`config.mk`:
```
export PLATFORM = sky130hd
export DESIGN_NAME = reorder_buffer_flat
export DESIGN_NICKNAME = d
export VERILOG_FILES = /design/src/rtl/reorder_buffer_if.sv /design/src/rtl/reorder_buffer.sv /design/src/flat_wrapper.sv
export SDC_FILE = /design/constraint.sdc
export NUM_CORES = 2
export LEC_CHECK = 0
export BUFFER_PORTS_ARGS = -buffer_cell sky130_fd_sc_hd__clkbuf_2
export CAP_MARGIN = 40
export CORE_MARGIN = 2
export CORE_UTILIZATION = 60
export CTS_CLUSTER_SIZE = 8
export DETAILED_ROUTE_END_ITERATION = 16
export PLACE_DENSITY = 0.78
export REMOVE_ABC_BUFFERS = 1
export SYNTH_ARGS = -nofsm -noshare
export SYNTH_HDL_FRONTEND = slang
export SYNTH_SLANG_ARGS = --single-unit
```
`constraint.sdc`:
```
create_clock -name clk -period 4.7 [get_ports clk]
set_input_delay 0.94 -clock clk [delete_from_list [all_inputs] [get_ports clk]]
set_output_delay 0.94 -clock clk [all_outputs]
set_load 0.005 [all_outputs]
```
`src/rtl/reorder_buffer_if.sv`:
```
// Bundle of the decoder, CDB, operand-lookup and commit signals around the reorder buffer.
// The ROB binds the slave modport; the surrounding pipeline binds the master modport.
interface reorder_buffer_if #(
  parameter int ROB_ID_W  = 4,
  parameter int REG_IDX_W = 5,
  parameter int DATA_W    = 32
);
  // Issue: an instruction is taken on a rising edge where rdy && ID_issue_valid && !ROB_full.
  // ROB_full is the inverted ready, so the decoder holds its instruction while it is high.
  // The CDBs and commit pulses carry no back-pressure.
  logic                 ID_issue_valid;
  logic                 ID_rd_valid;
  logic [REG_IDX_W-1:0] ID_rd;
  logic                 ID_is_store;
  logic                 ROB_full;
  logic [ROB_ID_W-1:0]  ROB_alloc_id;

  logic                 ALU_cdb_valid;
  logic [ROB_ID_W-1:0]  ALU_cdb_ROB_id;
  logic [DATA_W-1:0]    ALU_cdb_value;
  logic                 LSB_cdb_valid;
  logic [ROB_ID_W-1:0]  LSB_cdb_ROB_id;
  logic [DATA_W-1:0]    LSB_cdb_value;

  logic [ROB_ID_W-1:0]  Q1_ROB_id;
  logic [ROB_ID_W-1:0]  Q2_ROB_id;
  logic                 Q1_ready;
  logic                 Q2_ready;
  logic [DATA_W-1:0]    Q1_value;
  logic [DATA_W-1:0]    Q2_value;

  logic                 RF_commit_valid;
  logic [REG_IDX_W-1:0] RF_commit_rd;
  logic [DATA_W-1:0]    RF_commit_value;
  logic [ROB_ID_W-1:0]  RF_commit_ROB_id;
  logic                 LSB_store_commit;
  logic [ROB_ID_W-1:0]  LSB_store_ROB_id;

  // Occupancy, exported for observation only.
  logic [ROB_ID_W:0]    dbg_count;

  modport slave (
    input  ID_issue_valid, ID_rd_valid, ID_rd, ID_is_store,
    input  ALU_cdb_valid, ALU_cdb_ROB_id, ALU_cdb_value,
    input  LSB_cdb_valid, LSB_cdb_ROB_id, LSB_cdb_value,
    input  Q1_ROB_id, Q2_ROB_id,
    output ROB_full, ROB_alloc_id,
    output Q1_ready, Q2_ready, Q1_value, Q2_value,
    output RF_commit_valid, RF_commit_rd, RF_commit_value, RF_commit_ROB_id,
    output LSB_store_commit, LSB_store_ROB_id,
    output dbg_count
  );

  modport master (
    output ID_issue_valid, ID_rd_valid, ID_rd, ID_is_store,
    output ALU_cdb_valid, ALU_cdb_ROB_id, ALU_cdb_value,
    output LSB_cdb_valid, LSB_cdb_ROB_id, LSB_cdb_value,
    output Q1_ROB_id, Q2_ROB_id,
    input  ROB_full, ROB_alloc_id,
    input  Q1_ready, Q2_ready, Q1_value, Q2_value,
    input  RF_commit_valid, RF_commit_rd, RF_commit_value, RF_commit_ROB_id,
    input  LSB_store_commit, LSB_store_ROB_id,
    input  dbg_count
  );
endinterface

```
`src/rtl/reorder_buffer.sv`:
```
// Circular in-order reorder buffer: allocates at tail, captures CDB results,
// serves operand lookups and retires one entry per cycle from head.
module reorder_buffer #(
  parameter int ROB_SIZE  = 16,
  parameter int ROB_ID_W  = 4,
  parameter int REG_IDX_W = 5,
  parameter int DATA_W    = 32
) (
  input  logic             clk,
  input  logic             rst,
  input  logic             rdy,
  reorder_buffer_if.slave  rob
);
  localparam int CNT_W = ROB_ID_W + 1;

  logic [ROB_SIZE-1:0]  busy_q;
  logic [ROB_SIZE-1:0]  ready_q;
  logic [ROB_SIZE-1:0]  rd_valid_q;
  logic [ROB_SIZE-1:0]  is_store_q;
  logic [REG_IDX_W-1:0] rd_q    [ROB_SIZE];
  logic [DATA_W-1:0]    value_q [ROB_SIZE];

  logic [ROB_ID_W-1:0]  head_q;
  logic [ROB_ID_W-1:0]  tail_q;
  logic [CNT_W-1:0]     count_q;

  logic                 rf_valid_q;
  logic [REG_IDX_W-1:0] rf_rd_q;
  logic [DATA_W-1:0]    rf_value_q;
  logic [ROB_ID_W-1:0]  rf_id_q;
  logic                 st_commit_q;
  logic [ROB_ID_W-1:0]  st_id_q;

  logic full;
  logic issue_fire;
  logic head_done;
  logic commit_fire;
  logic commit_to_rf;
  logic commit_store;
  logic same_cdb_id;
  logic alu_hit;
  logic lsb_hit;

  assign full         = (count_q == CNT_W'(ROB_SIZE));
  assign issue_fire   = rdy & rob.ID_issue_valid & ~full;

  // Retirement looks only at registered state: a result arriving this edge retires next edge.
  assign head_done    = busy_q[head_q] & ready_q[head_q];
  assign commit_fire  = rdy & head_done;
  assign commit_store = commit_fire & is_store_q[head_q];
  assign commit_to_rf = commit_fire & ~is_store_q[head_q] & rd_valid_q[head_q]
                        & (rd_q[head_q] != '0);

  // Results for entries that are not in flight are stale and dropped; ALU wins a tie.
  assign same_cdb_id  = rob.ALU_cdb_valid & (rob.ALU_cdb_ROB_id == rob.LSB_cdb_ROB_id);
  assign alu_hit      = rdy & rob.ALU_cdb_valid & busy_q[rob.ALU_cdb_ROB_id];
  assign lsb_hit      = rdy & rob.LSB_cdb_valid & busy_q[rob.LSB_cdb_ROB_id] & ~same_cdb_id;

  // Entry storage
  always_ff @(posedge clk or negedge rst) begin
    if (!rst) begin
      busy_q     <= '0;
      ready_q    <= '0;
      rd_valid_q <= '0;
      is_store_q <= '0;
      for (int i = 0; i < ROB_SIZE; i++) begin
        rd_q[i]    <= '0;
        value_q[i] <= '0;
      end
    end else begin
      if (lsb_hit) begin
        ready_q[rob.LSB_cdb_ROB_id] <= 1'b1;
        value_q[rob.LSB_cdb_ROB_id] <= rob.LSB_cdb_value;
      end
      if (alu_hit) begin
        ready_q[rob.ALU_cdb_ROB_id] <= 1'b1;
        value_q[rob.ALU_cdb_ROB_id] <= rob.ALU_cdb_value;
      end
      if (commit_fire) begin
        busy_q[head_q] <= 1'b0;
      end
      // Tail is never busy when issue fires, so it cannot collide with a CDB write or a commit.
      if (issue_fire) begin
        busy_q[tail_q]     <= 1'b1;
        ready_q[tail_q]    <= 1'b0;
        rd_valid_q[tail_q] <= rob.ID_rd_valid;
        rd_q[tail_q]       <= rob.ID_rd;
        is_store_q[tail_q] <= rob.ID_is_store;
      end
    end
  end

  // Pointers and occupancy
  always_ff @(posedge clk or negedge rst) begin
    if (!rst) begin
      head_q  <= '0;
      tail_q  <= '0;
      count_q <= '0;
    end else begin
      if (commit_fire) begin
        head_q <= head_q + ROB_ID_W'(1);
      end
      if (issue_fire) begin
        tail_q <= tail_q + ROB_ID_W'(1);
      end
      case ({issue_fire, commit_fire})
        2'b10:   count_q <= count_q + CNT_W'(1);
        2'b01:   count_q <= count_q - CNT_W'(1);
        default: count_q <= count_q;
      endcase
    end
  end

  // Commit pulses: registered, high only in the cycle after the retiring edge.
  always_ff @(posedge clk or negedge rst) begin
    if (!rst) begin
      rf_valid_q  <= 1'b0;
      rf_rd_q     <= '0;
      rf_value_q  <= '0;
      rf_id_q     <= '0;
      st_commit_q <= 1'b0;
      st_id_q     <= '0;
    end else begin
      rf_valid_q  <= commit_to_rf;
      st_commit_q <= commit_store;
      if (commit_to_rf) begin
        rf_rd_q    <= rd_q[head_q];
        rf_value_q <= value_q[head_q];
        rf_id_q    <= head_q;
      end
      if (commit_store) begin
        st_id_q <= head_q;
      end
    end
  end

  assign rob.ROB_full         = full;
  assign rob.ROB_alloc_id     = tail_q;
  assign rob.dbg_count        = count_q;

  assign rob.Q1_ready         = busy_q[rob.Q1_ROB_id] & ready_q[rob.Q1_ROB_id];
  assign rob.Q2_ready         = busy_q[rob.Q2_ROB_id] & ready_q[rob.Q2_ROB_id];
  assign rob.Q1_value         = value_q[rob.Q1_ROB_id];
  assign rob.Q2_value         = value_q[rob.Q2_ROB_id];

  assign rob.RF_commit_valid  = rf_valid_q;
  assign rob.RF_commit_rd     = rf_rd_q;
  assign rob.RF_commit_value  = rf_value_q;
  assign rob.RF_commit_ROB_id = rf_id_q;
  assign rob.LSB_store_commit = st_commit_q;
  assign rob.LSB_store_ROB_id = st_id_q;
endmodule

```
`src/flat_wrapper.sv`:
```
// flat-port wrapper written by rule: the top's interface ports become plain ports
module reorder_buffer_flat 
#(
  parameter int ROB_SIZE  = 16,
  parameter int ROB_ID_W  = 4,
  parameter int REG_IDX_W = 5,
  parameter int DATA_W    = 32
)
  (clk, rst, rdy, rob_ID_issue_valid, rob_ID_rd_valid, rob_ID_rd, rob_ID_is_store, rob_ALU_cdb_valid, rob_ALU_cdb_ROB_id, rob_ALU_cdb_value, rob_LSB_cdb_valid, rob_LSB_cdb_ROB_id, rob_LSB_cdb_value, rob_Q1_ROB_id, rob_Q2_ROB_id, rob_ROB_full, rob_ROB_alloc_id, rob_Q1_ready, rob_Q2_ready, rob_Q1_value, rob_Q2_value, rob_RF_commit_valid, rob_RF_commit_rd, rob_RF_commit_value, rob_RF_commit_ROB_id, rob_LSB_store_commit, rob_LSB_store_ROB_id, rob_dbg_count);
  reorder_buffer_if #(.ROB_ID_W(ROB_ID_W), .REG_IDX_W(REG_IDX_W), .DATA_W(DATA_W)) rob_i ();
  input  logic clk;
  input  logic rst;
  input  logic rdy;
  input wire logic [$bits(rob_i.ID_issue_valid)-1:0] rob_ID_issue_valid;
  input wire logic [$bits(rob_i.ID_rd_valid)-1:0] rob_ID_rd_valid;
  input wire logic [$bits(rob_i.ID_rd)-1:0] rob_ID_rd;
  input wire logic [$bits(rob_i.ID_is_store)-1:0] rob_ID_is_store;
  input wire logic [$bits(rob_i.ALU_cdb_valid)-1:0] rob_ALU_cdb_valid;
  input wire logic [$bits(rob_i.ALU_cdb_ROB_id)-1:0] rob_ALU_cdb_ROB_id;
  input wire logic [$bits(rob_i.ALU_cdb_value)-1:0] rob_ALU_cdb_value;
  input wire logic [$bits(rob_i.LSB_cdb_valid)-1:0] rob_LSB_cdb_valid;
  input wire logic [$bits(rob_i.LSB_cdb_ROB_id)-1:0] rob_LSB_cdb_ROB_id;
  input wire logic [$bits(rob_i.LSB_cdb_value)-1:0] rob_LSB_cdb_value;
  input wire logic [$bits(rob_i.Q1_ROB_id)-1:0] rob_Q1_ROB_id;
  input wire logic [$bits(rob_i.Q2_ROB_id)-1:0] rob_Q2_ROB_id;
  output wire logic [$bits(rob_i.ROB_full)-1:0] rob_ROB_full;
  output wire logic [$bits(rob_i.ROB_alloc_id)-1:0] rob_ROB_alloc_id;
  output wire logic [$bits(rob_i.Q1_ready)-1:0] rob_Q1_ready;
  output wire logic [$bits(rob_i.Q2_ready)-1:0] rob_Q2_ready;
  output wire logic [$bits(rob_i.Q1_value)-1:0] rob_Q1_value;
  output wire logic [$bits(rob_i.Q2_value)-1:0] rob_Q2_value;
  output wire logic [$bits(rob_i.RF_commit_valid)-1:0] rob_RF_commit_valid;
  output wire logic [$bits(rob_i.RF_commit_rd)-1:0] rob_RF_commit_rd;
  output wire logic [$bits(rob_i.RF_commit_value)-1:0] rob_RF_commit_value;
  output wire logic [$bits(rob_i.RF_commit_ROB_id)-1:0] rob_RF_commit_ROB_id;
  output wire logic [$bits(rob_i.LSB_store_commit)-1:0] rob_LSB_store_commit;
  output wire logic [$bits(rob_i.LSB_store_ROB_id)-1:0] rob_LSB_store_ROB_id;
  output wire logic [$bits(rob_i.dbg_count)-1:0] rob_dbg_count;
  assign rob_i.ID_issue_valid = rob_ID_issue_valid;
  assign rob_i.ID_rd_valid = rob_ID_rd_valid;
  assign rob_i.ID_rd = rob_ID_rd;
  assign rob_i.ID_is_store = rob_ID_is_store;
  assign rob_i.ALU_cdb_valid = rob_ALU_cdb_valid;
  assign rob_i.ALU_cdb_ROB_id = rob_ALU_cdb_ROB_id;
  assign rob_i.ALU_cdb_value = rob_ALU_cdb_value;
  assign rob_i.LSB_cdb_valid = rob_LSB_cdb_valid;
  assign rob_i.LSB_cdb_ROB_id = rob_LSB_cdb_ROB_id;
  assign rob_i.LSB_cdb_value = rob_LSB_cdb_value;
  assign rob_i.Q1_ROB_id = rob_Q1_ROB_id;
  assign rob_i.Q2_ROB_id = rob_Q2_ROB_id;
  assign rob_ROB_full = rob_i.ROB_full;
  assign rob_ROB_alloc_id = rob_i.ROB_alloc_id;
  assign rob_Q1_ready = rob_i.Q1_ready;
  assign rob_Q2_ready = rob_i.Q2_ready;
  assign rob_Q1_value = rob_i.Q1_value;
  assign rob_Q2_value = rob_i.Q2_value;
  assign rob_RF_commit_valid = rob_i.RF_commit_valid;
  assign rob_RF_commit_rd = rob_i.RF_commit_rd;
  assign rob_RF_commit_value = rob_i.RF_commit_value;
  assign rob_RF_commit_ROB_id = rob_i.RF_commit_ROB_id;
  assign rob_LSB_store_commit = rob_i.LSB_store_commit;
  assign rob_LSB_store_ROB_id = rob_i.LSB_store_ROB_id;
  assign rob_dbg_count = rob_i.dbg_count;
  reorder_buffer #(.ROB_SIZE(ROB_SIZE), .ROB_ID_W(ROB_ID_W), .REG_IDX_W(REG_IDX_W), .DATA_W(DATA_W)) u_core (.clk(clk), .rst(rst), .rdy(rdy), .rob(rob_i));
endmodule
```
==> flow_metrics.py <==
metrics = {
    "run_status": {
        "status": "completed",
    },
    "yosys": {
        "yosysUniqueCellTypes": 47,
        "synth_ff_type": "dfrtp_1",
        "synth_seq_area_share_pct": 39.9,
        "yosys_warnings": 0,
        "ys_ff_latch": 716,
        "async_reset_ff_share_pct": 100,
        "synth.avg_cell_area_um2": 12.3,
        "synthCells": 3644,
        "netlist_area_um2": 44900,
        "synth_edf_count": 0,
    },
    "clocking": {
        "cts_tree": "built",
        "cts_buffer_depth": 3,
        "htreeDepth": 3,
        "cts_root_buffer": "clkbuf_16",
        "cts_resized": 0,
        "post-cts-setup-buffer-count": 0,
        "clk_pin_slew_ns": 0.05,
        "clock_latency_ns": 0.70,
        "cts.sinks": 716,
        "postCtsHoldBufs": 0,
        "cts_buffers": 100,
    },
    "setup_path": {
        "r2r-end": "u_core.rob.dbg_count[4]",
        "path_cells": "buf_6 > buf_4 > mux4_2 > mux4_2 > clkbuf_2",
        "critPathBufInv": 3,
        "critical_path_depth": 5,
        "r2r-start": "u_core.head_q[3]",
        "crit_type": "in -> out",
        "startpoint_type": "primary input",
        "critPathTopFamily": "buffers and inverters",
        "crit_path_top_delay_cell": "buf_6",
        "cp.arrival_ns": 3.12,
        "critPathMaxStageDelay_ns": 0.59,
        "ff2ff_setup_slack_ns": 0.77,
        "critPathMostFrequentCell": "mux4_2",
        "crit_required_ns": 3.76,
        "critPathMaxFanout": 80,
        "crit_path_end_kind": "output pin",
        "endpoint": "rob_Q1_value[0]",
        "critPathLaunch": "rob_Q1_ROB_id[1]",
        "reg2regPathDepth": 13,
    },
    "place": {
        "gp_congestion": 0.910,
        "portBuffers": 215,
        "dp_hpwl_um": 84500,
    },
    "power_and_ir_drop": {
        "p_total_w": 0.0299,
        "powerDensity_nw_per_um2": 599,
        "peakVddDrop_v": 0.000357,
        "p_leak_nw": 25.1,
    },
    "timing": {
        "setup_viol": 0,
        "holdWs_ns": 0.277,
        "finalCriticalPeriod_ns": 4.06,
        "slew_headroom_pct": 34.3,
        "max_freq_ghz": 0.246,
        "finalHoldViolCount": 0,
        "rsz0062_at_grt": "no",
        "final.period_utilization_pct": 86.4,
        "slew_viol_final": 0,
        "clock_skew_ns": 0.0612,
        "setup_tns_ns": 0,
        "worst_pin_slew_ns": 0.985,
    },
    "floorplanning": {
        "fp-row-count": 100,
        "ios": 216,
        "core_um2": 74300,
        "die_w_um": 278,
        "dieArea_um2": 77000,
        "die_h_um": 278,
        "initial_core_util_pct": 60.4,
    },
    "detailed_routing": {
        "via_per_inst": 7.36,
        "antenna_left": 0,
        "wl_per_cell_um": 30.7,
        "vias": 34200,
        "wl_um": 143000,
        "drt_first_pass_iters": 6,
        "remaining_drc_errors": 0,
        "drt-initial-drc-count": 4722,
    },
    "layout": {
        "n_fill_cell": 5164,
        "final_cell_mix": "712 x dfrtp_1, 544 x nor2_1, 521 x a21oi_1",
        "area_delta_synth_final_pct": 11.3,
        "final_common_cell": "dfrtp_1",
        "drive_above_1_share_pct": 30.9,
        "finalNetCount": 3764,
    },
    "worst_hold_path": {
        "hp-class": "in -> async",
    },
    "global_routing": {
        "grt_pass1_vias": 34700,
        "antenna_found_initial": 9,
        "grt_max_degree": 107,
        "gr-total-overflow": 0,
        "grt_pass1_wl_um": 216000,
        "grt_usage_pct": 37.3,
    },
    "run": {
        "drv_cap": 0,
    },
}
==> flip-flops by register name (all words and copies together), names as in the netlist <==
signal                       flops
u_core.rob.LSB_store_commit      1
u_core.head_q                    4
u_core.busy_q                   16
u_core.rob.RF_commit_rd          5
u_core.is_store_q               16
u_core.rob.RF_commit_valid       1
u_core.rob.ROB_alloc_id          4
u_core.rob.LSB_store_ROB_id      4
u_core.value_q                 512
u_core.rob.RF_commit_value      32
u_core.rob.dbg_count             5
u_core.ready_q                  16
u_core.rob.RF_commit_ROB_id      4
u_core.rd_q                     80
u_core.rd_valid_q               16
==> logic make-up (layout without fill, tap and decap cells) <==
family	Yosys count	count (layout)	share of synthesized area [%]
compound gates	608	608	7.18
xor+xnor	15	15	0.293
fa+ha+maj	11	11	0.306
buf+inv	429	460	4.02
flops	716	716	39.9
mux	1192	1192	42.3
other cells	0	6	0
simple gates	673	673	5.97
==> cells in the mapped netlist, types with 19 or more instances <==
| cell type | number | share of area [%] |
|---|---|---|
| a21oi_1 | 521 | 5.8 |
| buf_1 | 88 | 0.74 |
| buf_2 | 57 | 0.64 |
| clkbuf_1 | 242 | 2.0 |
| dfrtp_1 | 716 | 40 |
| inv_1 | 24 | 0.20 |
| mux2_2 | 151 | 3.8 |
| mux2i_1 | 512 | 11 |
| mux4_2 | 418 | 21 |
| mux4_4 | 95 | 5.3 |
| nand2_1 | 67 | 0.56 |
| nand3_1 | 19 | 0.21 |
| nor2_1 | 544 | 4.5 |
| o21ai_0 | 24 | 0.27 |
==> metrics by stage <==
step | std cells | util, % | cell area, um2 | setup slack, ns
5_1_grt | 4649 | 67.2 | 50000 | 0.606
3_5_place_dp | 4527 | 63.5 | 47200 | 0.739
2_1_floorplan | 3239 | - | 43200 | -4.65
4_1_cts | 4644 | 67.2 | 50000 | 0.773
3_3_place_gp | 4505 | 62.8 | 46700 | 0.816
6_report | 4650 | 67.3 | 50000 | 0.640
==> area by class of cell <==
cell class | count | area (um2) | area share, %
multi-input combinational | 2499 | 25400 | 50.9
sequential | 716 | 17900 | 35.9
clock buffer | 109 | 2560 | 5.11
timing repair buffer | 319 | 2500 | 5.01
tap | 969 | 1210 | 2.43
clock inverter | 8 | 240 | 0.481
inverter | 24 | 90.1 | 0.180
antenna | 6 | 15.0 | 0.0300
==> metal layers <==
metal | part of all wire (%) | global-route usage [%] | vias to the layer above
met5 | 0.033 | 0 | -
met4 | 6.6 | 21.9 | 8
met3 | 12 | 9.53 | 667
met2 | 47 | 58.0 | 2655
met1 | 35 | 47.9 | 17200
li1 | - | - | 13700
==> report_power, final <==
part           internal (W)  switching (W)
clock               0.00388        0.00280
sequential          0.00879        0.00289
combinational       0.00701        0.00454
total                0.0197         0.0102
==> worst min path at each step <==
stage	depth (start not counted)	end	slack, ns
detailed placement	1	u_core.rob.RF_commit_value[5]	0.48
global placement	1	u_core.rob.RF_commit_value[6]	0.47
CTS	1	u_core.rob.RF_commit_valid	0.30
finish	1	u_core.rob.RF_commit_valid	0.28
floorplan	1	u_core.is_store_q[5]	0.47
global route	1	u_core.rob.RF_commit_valid	0.33
No activity file was read; power rests on OpenSTA's default activity.
